### config.mk
export PLATFORM = sky130hd
export DESIGN_NAME = rx_frame_ctrl
export DESIGN_NICKNAME = d
export VERILOG_FILES = /design/src/rtl/rx_frame_ctrl.sv
export SDC_FILE = /design/constraint.sdc
export NUM_CORES = 1
export LEC_CHECK = 0
export BUFFER_PORTS_ARGS = -buffer_cell sky130_fd_sc_hd__buf_2
export CORE_MARGIN = 2
export CORE_UTILIZATION = 45
export DETAILED_ROUTE_END_ITERATION = 10
export GPL_ROUTABILITY_DRIVEN = 1
export HOLD_SLACK_MARGIN = 0.06
export PLACE_DENSITY_LB_ADDON = 0.15
export SYNTH_ARGS = -nofsm -noshare
export SYNTH_HDL_FRONTEND = slang
export SYNTH_SLANG_ARGS = --single-unit
### constraint.sdc
create_clock -name CLK_I -period 1.88 [get_ports CLK_I]
set_input_delay 0 -clock CLK_I [delete_from_list [all_inputs] [get_ports CLK_I]]
set_output_delay 0 -clock CLK_I [all_outputs]
set_load 0.005 [all_outputs]
### src/rtl/rx_frame_ctrl.sv
// Receive frame sequencer: arms the receive chain, counts demapped bytes,
// forwards them to the MAC through a one-entry registered stage tagged with
// SOF/EOF, and closes the frame on completion, watchdog timeout or abort.
module rx_frame_ctrl #(
    parameter int unsigned BYTES_PER_SYM = 48,
    parameter int unsigned TOUT_CYC      = 4096,
    parameter int unsigned CNT_W         = 16
) (
    input  logic       CLK_I,
    input  logic       RST_I,
    input  logic       START,
    input  logic       ABORT,
    input  logic [7:0] NSYM_I,
    input  logic [3:0] SNR_I,
    output logic       RX_EN,
    output logic [3:0] SNR_O,
    input  logic [7:0] DAT_I,
    input  logic       CYC_I,
    input  logic       STB_I,
    input  logic       WE_I,
    output logic       ACK_O,
    output logic [7:0] DAT_O,
    output logic       CYC_O,
    output logic       STB_O,
    output logic       WE_O,
    input  logic       ACK_I,
    output logic       SOF_O,
    output logic       EOF_O,
    output logic       BUSY,
    output logic       DONE,
    output logic       TOUT
);

    typedef enum logic [2:0] {
        sIdle,
        sArm,
        sRun,
        sDrain,
        sErr
    } frameStateT;

    frameStateT       state;
    frameStateT       stateNext;
    logic [CNT_W-1:0] tot;
    logic [CNT_W-1:0] byteCnt;
    logic [CNT_W-1:0] wdCnt;
    logic [3:0]       snrQ;
    logic [7:0]       outDat;
    logic             outStb;
    logic             outSof;
    logic             outEof;
    logic             doneQ;
    logic             active;
    logic             inXfer;
    logic             outXfer;
    logic             isLast;
    logic             wdExpire;

    // The demapper strobes carry no information beyond STB_I for this stream.
    logic unusedIn;
    assign unusedIn = ^{CYC_I, WE_I};

    // State register.
    always_ff @(posedge CLK_I or negedge RST_I) begin
        if (!RST_I) begin
            state <= sIdle;
        end else begin
            state <= stateNext;
        end
    end

    // Next-state decode and state-derived outputs; ACK_O passes ACK_I through
    // combinationally so the output stage can refill on the cycle it empties.
    always_comb begin
        stateNext = state;
        active    = (state == sArm) || (state == sRun);
        ACK_O     = active && (!outStb || ACK_I);
        inXfer    = STB_I && ACK_O;
        outXfer   = outStb && ACK_I;
        isLast    = (byteCnt == tot - CNT_W'(1));
        wdExpire  = active && !inXfer && (wdCnt == CNT_W'(TOUT_CYC - 1));
        RX_EN     = active;
        BUSY      = (state != sIdle);
        CYC_O     = (state != sIdle);
        TOUT      = (state == sErr);
        case (state)
            sIdle: begin
                if (START && (NSYM_I != '0)) begin
                    stateNext = sArm;
                end
            end
            sArm, sRun: begin
                if (ABORT || wdExpire) begin
                    stateNext = sErr;
                end else if (inXfer) begin
                    stateNext = isLast ? sDrain : sRun;
                end
            end
            sDrain: begin
                if (ABORT) begin
                    stateNext = sErr;
                end else if (outXfer) begin
                    stateNext = sIdle;
                end
            end
            sErr: begin
                stateNext = sIdle;
            end
            default: begin
                stateNext = sIdle;
            end
        endcase
    end

    // Frame parameters, counters, completion pulse and the output stage.
    always_ff @(posedge CLK_I or negedge RST_I) begin
        if (!RST_I) begin
            tot     <= '0;
            byteCnt <= '0;
            wdCnt   <= '0;
            snrQ    <= '0;
            outDat  <= '0;
            outStb  <= 1'b0;
            outSof  <= 1'b0;
            outEof  <= 1'b0;
            doneQ   <= 1'b0;
        end else begin
            doneQ <= 1'b0;
            if ((state == sIdle) && START) begin
                if (NSYM_I == '0) begin
                    doneQ <= 1'b1;
                end else begin
                    tot  <= CNT_W'(NSYM_I) * CNT_W'(BYTES_PER_SYM);
                    snrQ <= SNR_I;
                end
            end
            if ((state == sDrain) && (stateNext == sIdle)) begin
                doneQ <= 1'b1;
            end

            if (state == sIdle) begin
                byteCnt <= '0;
            end else if (inXfer) begin
                byteCnt <= byteCnt + CNT_W'(1);
            end

            // Outside ARM/RUN the count rests at zero, which also covers the
            // clear on entry to ARM.
            if (active && !inXfer) begin
                wdCnt <= wdCnt + CNT_W'(1);
            end else begin
                wdCnt <= '0;
            end

            if ((stateNext == sErr) || (state == sErr)) begin
                outStb <= 1'b0;
                outSof <= 1'b0;
                outEof <= 1'b0;
            end else if (inXfer) begin
                outDat <= DAT_I;
                outStb <= 1'b1;
                outSof <= (state == sArm);
                outEof <= isLast;
            end else if (outXfer) begin
                outStb <= 1'b0;
                outSof <= 1'b0;
                outEof <= 1'b0;
            end
        end
    end

    assign SNR_O = snrQ;
    assign DAT_O = outDat;
    assign STB_O = outStb;
    assign WE_O  = outStb;
    assign SOF_O = outSof;
    assign EOF_O = outEof;
    assign DONE  = doneQ;

endmodule
==> run_results.csv <==
group,metric,value,unit
synthesis,yosysSeqAreaShare,43.1,%
floorplanning,initial_utilization,46.1,%
timing,relSlewSlack,63.8,%
place,placedCellCount,533,
finish,finalNonFillerCells,571,
synthesis,synth_flop_cell,"dfrtp_1",
global_route,grt_max_degree,25,
clocking,insertion_delay,0.34,ns
clocking,cts_inserted_buffers,9,
clocking,clock-sinks,61,
drt,vias,2903,
timing,max_freq,533,MHz
synthesis,ys_ff_latch,61,
global_route,grt.total_usage,19.7,%
drt,routed_wl,7.87,mm
job,maxCapViolations,0,
synthesis,synth_edf_count,0,
clocking,cts-root-buf,"clkbuf_8",
finish,fin_nets,510,
synthesis,ys_types,45,
drt,ant_nets,0,
drt,vias_per_cell,5.08,
setup_path,r2r_cells,6,
floorplanning,die_height,92.8,µm
clocking,cts_max_level,3,
drt,drt-initial-drc-count,116,
timing,finalSetupViolations,0,
synthesis,ys_warn_count,0,
timing,hold_violations,0,
finish,drive_gt1_share,31.3,%
place,hpwl,5.47,mm
power,leakage,2.16,nW
power,power_density,1140,nW/µm²
min_path,min_from,"NSYM_I[7]",
global_route,antenna_found_initial,0,
setup_path,worstPathArrival,2.13,ns
setup_path,worstSetupPathType,"register to register",
synthesis,syn_area_per_cell,9.79,µm²
floorplanning,io-pin-count,50,
place,io_buffers,47,
clocking,clockBufferDepth,2,
setup_path,worst_ep_required_time,2.14,ns
timing,skew,0.00737,ns
setup_path,rrSetupSlack,0.005,ns
timing,rsz0062_at_grt,"yes",
synthesis,synth_area,3540,µm²
setup_path,crit_slowest_cell,"dfrtp_2",
setup_path,startpoint_type,"register",
drt,dr.pass1.iters,5,
drt,wl_per_cell,13.8,µm
finish,syn_to_final_growth,30.4,%
setup_path,critical_path.endpoint_type,"register",
floorplanning,dieArea,8600,µm²
clocking,cts_tree,"done",
setup_path,worstReg2RegStart,"state[0]",
timing,drv_slew,0,
timing,max_slew.worst_pin.slew,0.542,ns
global_route,grt_first_pass_wirelength,13.4,mm
place,place_congestion,0.795,
min_path,min_path_type,"input pin to register",
timing,period_share,99.7,%
finish,final_util,60.1,%
floorplanning,chipWidth,92.8,µm
synthesis,synthesis.nets,407,
floorplanning,rows,32,
global_route,grt_pass1_vias,2956,
setup_path,worstPathMaxFanout,4,
timing,layout_min_cycle_time,1.87,ns
drt,drcViolationCount,0,
power,vdd_drop_max,0.000665,V
setup_path,cp_slowest_stage_delay,0.48,ns
clocking,clk_pin_slew_worst_paths,0.07,ns
global_route,overflow,0,
min_path,min_to,"tot[12]",
synthesis,synth_async_sr_flop_share,100,%
finish,antenna-diode-count,0,
setup_path,worstReg2RegEnd,"state[0]",
floorplanning,core_area,7690,µm²
synthesis,syn_inst,362,
min_path,hold_path_depth,3,
outcome,status,"complete, no violations",
setup_path,path_cells,"xnor2_4, nor4_4, nand4_2, a2111oi_4, a32oi_1, o211ai_2",
## worst max-delay path, delay by kind of cell (launching register included)
family          cells  cell delay (ns)
xor+xnor            1             0.18
simple gates        2             0.58
flops               1             0.48
compound gates      3             0.56
## power breakdown
part           switching, mW  internal, mW
Sequential             0.291          1.62
Combinational           1.15          1.16
Clock                  0.519         0.538
Total                   1.96          3.31
## metal layers
metal	routed length (µm)	global-route usage (%)	up-vias	share of wire, %
li1	-	-	1453	-
met1	3690	25.5	1403	47
met2	3890	31.8	40	49
met3	221	3.74	7	2.8
met4	71	9.80	0	0.90
met5	0	0	-	0
## cell type report
type	instances	area (µm²)
clock buffer	11	151
clock inverter	4	23.8
fill	677	3070
inverter	21	78.8
multi-input combinational	265	1980
sequential	61	1530
tap	102	128
timing repair buffer	107	728
## stage by stage
step	setup WS, ns	area, µm²	TNS [ns]	total power [mW]	hold WS, ns
2_1_floorplan	0.0105	3550	0	3.19	-0.296
3_3_place_gp	0.0192	4130	0	3.94	0.0120
3_5_place_dp	-0.0185	4130	-0.0627	3.99	0.0142
4_1_cts	0.00925	4500	0	5.12	0.111
5_1_grt	-0.0941	4620	-0.602	5.65	0.139
6_report	0.00519	4620	0	5.27	0.136
## logic make-up (layout without fill, tap and decap cells)
kind of cell	Yosys count	after routing	synth area share, %
compound gates	54	54	10.5
xor+xnor	43	43	10.8
fa+ha+maj	17	17	6.21
buf+inv	36	143	4.52
flops	61	61	43.1
mux	13	13	4.13
simple gates	138	138	20.8
## placed cells by master (no fill, tap or decap), types with 3 or more instances in the layout
cell type / instances
xnor2_1: 18
mux2_2: 5
nor3_2: 3
clkbuf_8: 11
clkinv_2: 3
nand2b_1: 6
o21ai_0: 15
dlygate4sd3_1: 17
nor2_1: 43
dfrtp_1: 58
ha_1: 15
buf_2: 47
a21oi_1: 10
mux2_4: 8
dfrtp_2: 3
nand4_1: 9
buf_4: 43
xor2_1: 23
nand3_1: 15
a31oi_1: 4
nor4_4: 3
o31ai_1: 4
inv_1: 21
and3_1: 4
nand2_1: 23
nor3_1: 9
## flip-flops by register name (all words and copies together), names as in the netlist
register and flops:
wdCnt 16, state 3, byteCnt 16, DONE 1
EOF_O 1, tot 10, SNR_O 4, DAT_O 8
STB_O 1, SOF_O 1
## cells in the mapped netlist, drive strengths merged (7+ instances only)
master	count	area [µm²]
dfrtp	61	1530
nor2	45	171
xor2	24	210
nand2	23	86.3
inv	21	78.8
xnor2	19	174
ha	16	200
nand3	16	80.1
o21ai	15	75.1
mux2	13	146
a21oi	12	60.1
nor3	12	60.1
nand4	11	81.3
clkbuf	8	30.0
buf	7	51.3
## how the worst max path moves through the flow
| stage | start | depth (start not counted) | end | slack (ns) |
|---|---|---|---|---|
| finish | state[0] | 6 | state[0] | 0.005 |
| floorplan | wdCnt[0] | 8 | DAT_O[0] | 0.01 |
| CTS | tot[4] | 9 | state[0] | 0.009 |
| global placement | wdCnt[0] | 8 | DAT_O[2] | 0.02 |
| global route | state[0] | 6 | state[0] | -0.09 |
| detailed placement | tot[6] | 5 | state[0] | -0.02 |
## what timing repair did
item / in CTS / in global routing
endpoints found under the setup margin: 9 / 18
hold buffers: 17 / 0
endpoints found under the hold margin: 40 / 0
setup buffers: 2 / 5
cloned: 0 / 0
pin swaps: 1 / 7
gates resized for setup: 2 / 24
(Power assumes the default switching activity.)
